<file path="src/rtl/alu_arbiter.sv">
// Two-requester round-robin front end sharing one 32-bit ALU.
// Results are held in a one-deep registered output stage with ready/valid handshake.
module alu_arbiter #(
  parameter int unsigned WIDTH = 32
) (
  input  logic               clk,
  input  logic               rst_n,
  input  logic [1:0]         req_valid,
  output logic [1:0]         req_ready,
  input  logic [5:0]         req_f,
  input  logic [2*WIDTH-1:0] req_a,
  input  logic [2*WIDTH-1:0] req_b,
  output logic               rsp_valid,
  input  logic               rsp_ready,
  output logic [WIDTH-1:0]   rsp_y,
  output logic               rsp_z,
  output logic               rsp_id
);

  typedef enum logic {EMPTY = 1'b0, FULL = 1'b1} state_t;

  state_t           state;
  logic             last_grant;
  logic             accept_en;
  logic             accept;
  logic             winner;
  logic [2:0]       op_f;
  logic [WIDTH-1:0] op_a;
  logic [WIDTH-1:0] op_b;
  logic [WIDTH-1:0] b_mux;
  logic [WIDTH-1:0] sum;
  logic [WIDTH-1:0] alu_y;

  // Accept when the output slot is free or being drained this cycle; ties go to the other requester.
  always_comb begin
    accept_en = rst_n && ((state == EMPTY) || rsp_ready);
    accept    = accept_en && (req_valid != 2'b00);
    winner    = (req_valid == 2'b11) ? ~last_grant : req_valid[1];
    req_ready = 2'b00;
    if (accept) begin
      req_ready = winner ? 2'b10 : 2'b01;
    end
  end

  // Shared ALU: f[2] inverts B and supplies the carry-in, f[1:0] picks the function.
  always_comb begin
    op_f  = winner ? req_f[5:3] : req_f[2:0];
    op_a  = winner ? req_a[2*WIDTH-1:WIDTH] : req_a[WIDTH-1:0];
    op_b  = winner ? req_b[2*WIDTH-1:WIDTH] : req_b[WIDTH-1:0];
    b_mux = op_f[2] ? ~op_b : op_b;
    sum   = op_a + b_mux + WIDTH'(op_f[2]);
    alu_y = '0;
    case (op_f[1:0])
      2'b00:   alu_y = op_a & b_mux;
      2'b01:   alu_y = op_a | b_mux;
      2'b10:   alu_y = sum;
      default: alu_y = {{(WIDTH-1){1'b0}}, sum[WIDTH-1]};
    endcase
  end

  always_ff @(posedge clk) begin
    if (!rst_n) begin
      state      <= EMPTY;
      rsp_y      <= '0;
      rsp_z      <= 1'b0;
      rsp_id     <= 1'b0;
      last_grant <= 1'b1;
    end else if (accept) begin
      state      <= FULL;
      rsp_y      <= alu_y;
      rsp_z      <= (alu_y == '0);
      rsp_id     <= winner;
      last_grant <= winner;
    end else if (rsp_ready) begin
      state <= EMPTY;
    end
  end

  assign rsp_valid = (state == FULL);

endmodule

</file>
<file path="config.mk">
export PLATFORM = sky130hd
export DESIGN_NAME = alu_arbiter
export DESIGN_NICKNAME = d
export VERILOG_FILES = /design/src/rtl/alu_arbiter.sv
export SDC_FILE = /design/constraint.sdc
export NUM_CORES = 1
export LEC_CHECK = 0
export CORE_ASPECT_RATIO = 0.75
export CORE_MARGIN = 1.5
export CORE_UTILIZATION = 50
export DETAILED_ROUTE_END_ITERATION = 6
export DONT_BUFFER_PORTS = 1
export GPL_TIMING_DRIVEN = 0
export PLACE_DENSITY = 0.79
export SLEW_MARGIN = 15
export SYNTH_ARGS = -nofsm -noshare
export SYNTH_HDL_FRONTEND = slang
export SYNTH_SLANG_ARGS = --single-unit
</file>
<file path="constraint.sdc">
create_clock -name clk -period 4.91 [get_ports clk]
set_clock_uncertainty 0.15 [all_clocks]
set_input_delay 0.982 -clock clk [delete_from_list [all_inputs] [get_ports clk]]
set_output_delay 0.982 -clock clk [all_outputs]
set_load 0.005 [all_outputs]
</file>
======== After elaboration in Yosys (flattened, before gate mapping) ========
Cells that the tools add are included.
Widths: inputs -> output; s select.
operators by class
  add/sub/neg operators ................... 2
  equal/unequal tests ..................... 3
  mux-type cells .......................... 10
  bitwise operators ....................... 5
  reductions and logical operators ........ 7
operators by type and width
  kind                number
  $mux 32             3
  $pmux 32 s3         1
  $add 32x1->32       1
  $add 32x32->32      1
  $and 32x32->32      1
  $logic_not 32->1    1
  $not 32->32         1
  $or 32x32->32       1
  $eq 2x2->1 const B  2
  $mux 2              2
  $reduce_bool 2->1   2
  $mux 1              3
  $mux 3              1
  $eq 2x1->1 const B  1
  $logic_and 1x1->1   2
  $logic_not 2->1     1
  $not 1->1           2
  $logic_or 1x1->1    1
word-level totals
  register bits ........................... 36
  bits of input ports ..................... 139
  output and inout bits ................... 37
  word-level logic and storage cells ...... 32

======== Logic depth before layout (Yosys ltp) ========
  depth after elaboration ................. 9
  mapped depth ............................ 17
  gate-level depth less buffers ........... 15

======== Least setup slack after synthesis ========
Ideal clock, no wire load.
  path type ............................... input to register
  start ................................... in req_valid[1]
  end ..................................... reg rsp_z
  setup time .............................. 84 ps
  data arrival time ....................... 5014 ps
  required time ........................... 4676 ps
  slack ................................... -339 ps
  stages .................................. 16
  cell sequence ........................... a21boi_2 -> buf_2 -> buf_1 -> clkbuf_1 -> mux2_2 -> fa_1 -> a21o_1 -> a221o_1 -> a31o_4 -> a211o_1 -> nand2_2 -> xor2_2 -> o211ai_1 -> a2111oi_2 -> nand3_1 -> o31ai_2
on the way
  longest elaborated chain between the ends .. 9
  elaborated cells between the ends (all ways) .. 18
  classes of those cells .................. add/sub (2); eq/ne (3); mux (6); bitwise (3); reduce/logical (4)
ends and longest elaborated chain
  what                    line  RTL
  start: declaration      8     input logic [1:0] req_valid,
  $eq 2x2->1              38    winner = (req_valid == 2'b11) ? ~last_grant : req_valid[1];
  $mux 1                  38
  $mux 32                 49    op_b = winner ? req_b[2*WIDTH-1:WIDTH] : req_b[WIDTH-1:0];
  $not 32->32             50    b_mux = op_f[2] ? ~op_b : op_b;
  $mux 32                 50
  $add 32x32->32          51    sum = op_a + b_mux + WIDTH'(op_f[2]);
  $add 32x1->32           51
  $pmux 32 s3             53    case (op_f[1:0])
  $logic_not 32->1        71    rsp_z <= (alu_y == '0);
  end signal: assignment  71
  end: declaration        16    output logic rsp_z,
Parallel ways exist; a longest one is shown, timed or not.
A chain may end at the register's enable or synchronous reset.

======== Worst setup path after layout ========
Same ends and word-level chain as after synthesis.

==> impl_metrics.yaml <==
placement:
  placed_cells: 887
  post-place-ws_ps: -1100
  place.detailed.hpwl_mm: 14.8
  gp_congestion: 1.03
  port_buffers: 0
yosys:
  async_flop_share_pct: 0
  yosys_register_bits: 36
  avgSynthCellArea_sq_um: 7.56
  syn_area_sq_um: 5640
  yosys_most_used_dff: "dfxtp_1"
  post_synth_num_cell_types: 71
  synth_nets: 951
  yosysWarningCount: 0
  netlist_instances: 747
  synth-edff-count: 0
  ys_seq_area_share_pct: 12.8
global_routing:
  grt_pass1_wl_mm: 28.0
  track_usage_pct: 29.9
  grt-ovfl-total: 0
  antenna_found_initial: 1
  grt_max_degree: 11
  grt_pass1_vias: 5147
pwr:
  leakage_nw: 2.91
  vdd_drop_max_mv: 0.173
  p_per_area_nw_per_um2: 314
layout:
  layout_commonest_cell: "inv_1"
  drive_gt1_share_pct: 19.7
  final_cells: 906
  diodes: 0
  utilization_pct: 60.6
  syn_to_final_growth_pct: 17.4
  layout.nets: 970
  final_cell_mix: "inv_1, ha_1, nand2_1, a21oi_1, o21ai_0"
critical_path:
  cp-end-kind: "register"
  worstPathArrival_ps: 4850
  crit_path_max_fanout: 10
  start_kind: "input pin"
  worstSetupPathType: "input pin to register"
  worst-path-buf-inv: 2
  crit_family: "compound AO/OA/AOI/OAI gates"
  max_stage_delay_ps: 440
  worst-endpoint-required_ps: 4950
  worst_path_most_repeated_cell: "buf_6"
  cp_cell_sequence: "a21boi_4, buf_6, buf_6, mux2i_4, xor2_4, ha_2, a21o_1, a221o_1, a31o_4, a21o_2, a31oi_2, mux2i_1, o2111ai_1, nor3_2, nand3_1, o31ai_2"
  slowest_stage: "a221o_1"
route:
  drtAntennaViolNets: 0
  drt-pass1-iter-count: 5
  drc_errors: 0
  drtIter0Drc: 766
  num_vias: 5869
  wl_per_cell_microns: 21.4
  viasPerCell: 6.48
  drt-total-wl_mm: 19.4
die:
  die-area_sq_um: 11900
  num_rows: 33
  io_pins: 176
  die_w_microns: 126
  initial_core_util_pct: 51.6
  core_area_sq_um: 10900
  die_height_microns: 95.0
timing:
  fmax_ghz: 0.208
  worst_pin_slew_ps: 689
  layout_setup_ws_ps: 107
  finalHoldViolations: 0
  final_max_slew_viol_count: 0
  finalCritPeriodShare_pct: 97.8
  post-route-min-period_ps: 4800
  relSlewSlack_pct: 54.0
  finalSetupViolations: 0
clock_network:
  clk_latency_ps: 280
  cts_hold_buf: 0
  cts_made_buffers: 5
  cts.sinks: 36
  cts.clk_slew.worst_paths_ps: 50
  htree_levels: 2
  clock_path_buffers: 2
  cts_root_buffer: "clkbuf_16"
  cts_tree: "built"
run_status:
  status: "complete, no violations"
worst_hold_path:
  hold_class: "register to register"
run:
  maxCapViolations: 0
[synth_stat cells, drive strengths merged, types with 4 or more instances]
master  count  area [sq um]
nand2      57           216
mux2i      45           450
o211ai     18           135
a31oi       7          43.8
mux2       31           349
inv        74           278
nand2b      6          37.5
clkbuf     24          93.8
and3       14          88.8
a32oi       5          43.8
nand4      11          68.8
and4        4          35.0
nand3      34           170
buf        20           121
a211oi     16           120
a31o        7          70.1
xor2       44           393
o21ai      47           235
nor2       31           116
nor4        4          25.0
nor3        7          35.0
a21o       14           106
a21oi      55           279
and2        8          51.3
ha         64           801
o31ai       7          57.6
dfxtp      36           721
xnor2      15           131
[per-stage QoR]
step | power (mW) | area [sq um] | TNS, ps | hold slack, ps
global placement | 1.54 | 5840 | -6520 | 315
global route | 2.21 | 6630 | -49.8 | 351
finish | 2.08 | 6630 | 0 | 327
detailed placement | 1.55 | 5840 | -6910 | 322
floorplan | 1.26 | 5660 | 0 | 300
CTS | 1.90 | 6160 | 0 | 330
[state kept, by name, summed over array words and instances (netlist names)]
register    count
rsp_valid       1
rsp_id          1
rsp_z           1
rsp_y          32
last_grant      1
[cell families after synthesis]
group,count (synthesis),share of synthesized area [%]
DFF,36,12.8
xor gates and xnor gates,59,9.29
and+or+nand+nor,182,15.7
muxes,76,14.2
adders and majority gates,65,14.5
buffers and inverters,118,8.73
AOI/OAI and AO/OA,211,24.8
[tightest hold or removal path, cell delays in order (launching register included)]
cell	delay, ps
dfxtp_1	310
nand3_1	70
nand2_1	50
[layer usage]
layer / vias up / routed length [microns] / global-route usage (%)
met2: 405 / 8210 / 44.8
met3: 59 / 2520 / 10.0
met4: 2 / 573 / 8.62
met1: 2703 / 8110 / 40.8
met5: - / 18 / 0
li1: 2700 / - / -
[where the power goes]
| group | leakage, nW | switching [mW] | internal, mW |
|---|---|---|---|
| Clock | 0.0760 | 0.107 | 0.212 |
| Sequential | 0.297 | 0.0354 | 0.337 |
| Combinational | 2.53 | 0.835 | 0.555 |
| Total | 2.91 | 0.978 | 1.10 |
[worst paths after layout]
kind	slack, ps	from	to	cells past startpoint
worst max-delay path	110	req_valid[1]	rsp_z	16
worst min register to register	330	rsp_y[22]	rsp_y[22]	2
worst max register to register	480	last_grant	rsp_z	16
worst min-delay path	330	rsp_y[22]	rsp_y[22]	2
[repair_timing]
action	CTS	global route
pin swaps	1	13
gates resized for setup	26	88
setup endpoints to repair	9	4
buffers inserted	4	9
[final cells by class]
| type | count | area (sq um) |
|---|---|---|
| Clock buffer | 7 | 153 |
| Inverter | 74 | 278 |
| Tap cell | 140 | 175 |
| Fill cell | 978 | 4310 |
| Timing Repair Buffer | 13 | 110 |
| Multi-Input combinational cell | 593 | 4850 |
| Buffer | 43 | 347 |
| Sequential cell | 36 | 721 |
Power figures use the tool's default switching activity.
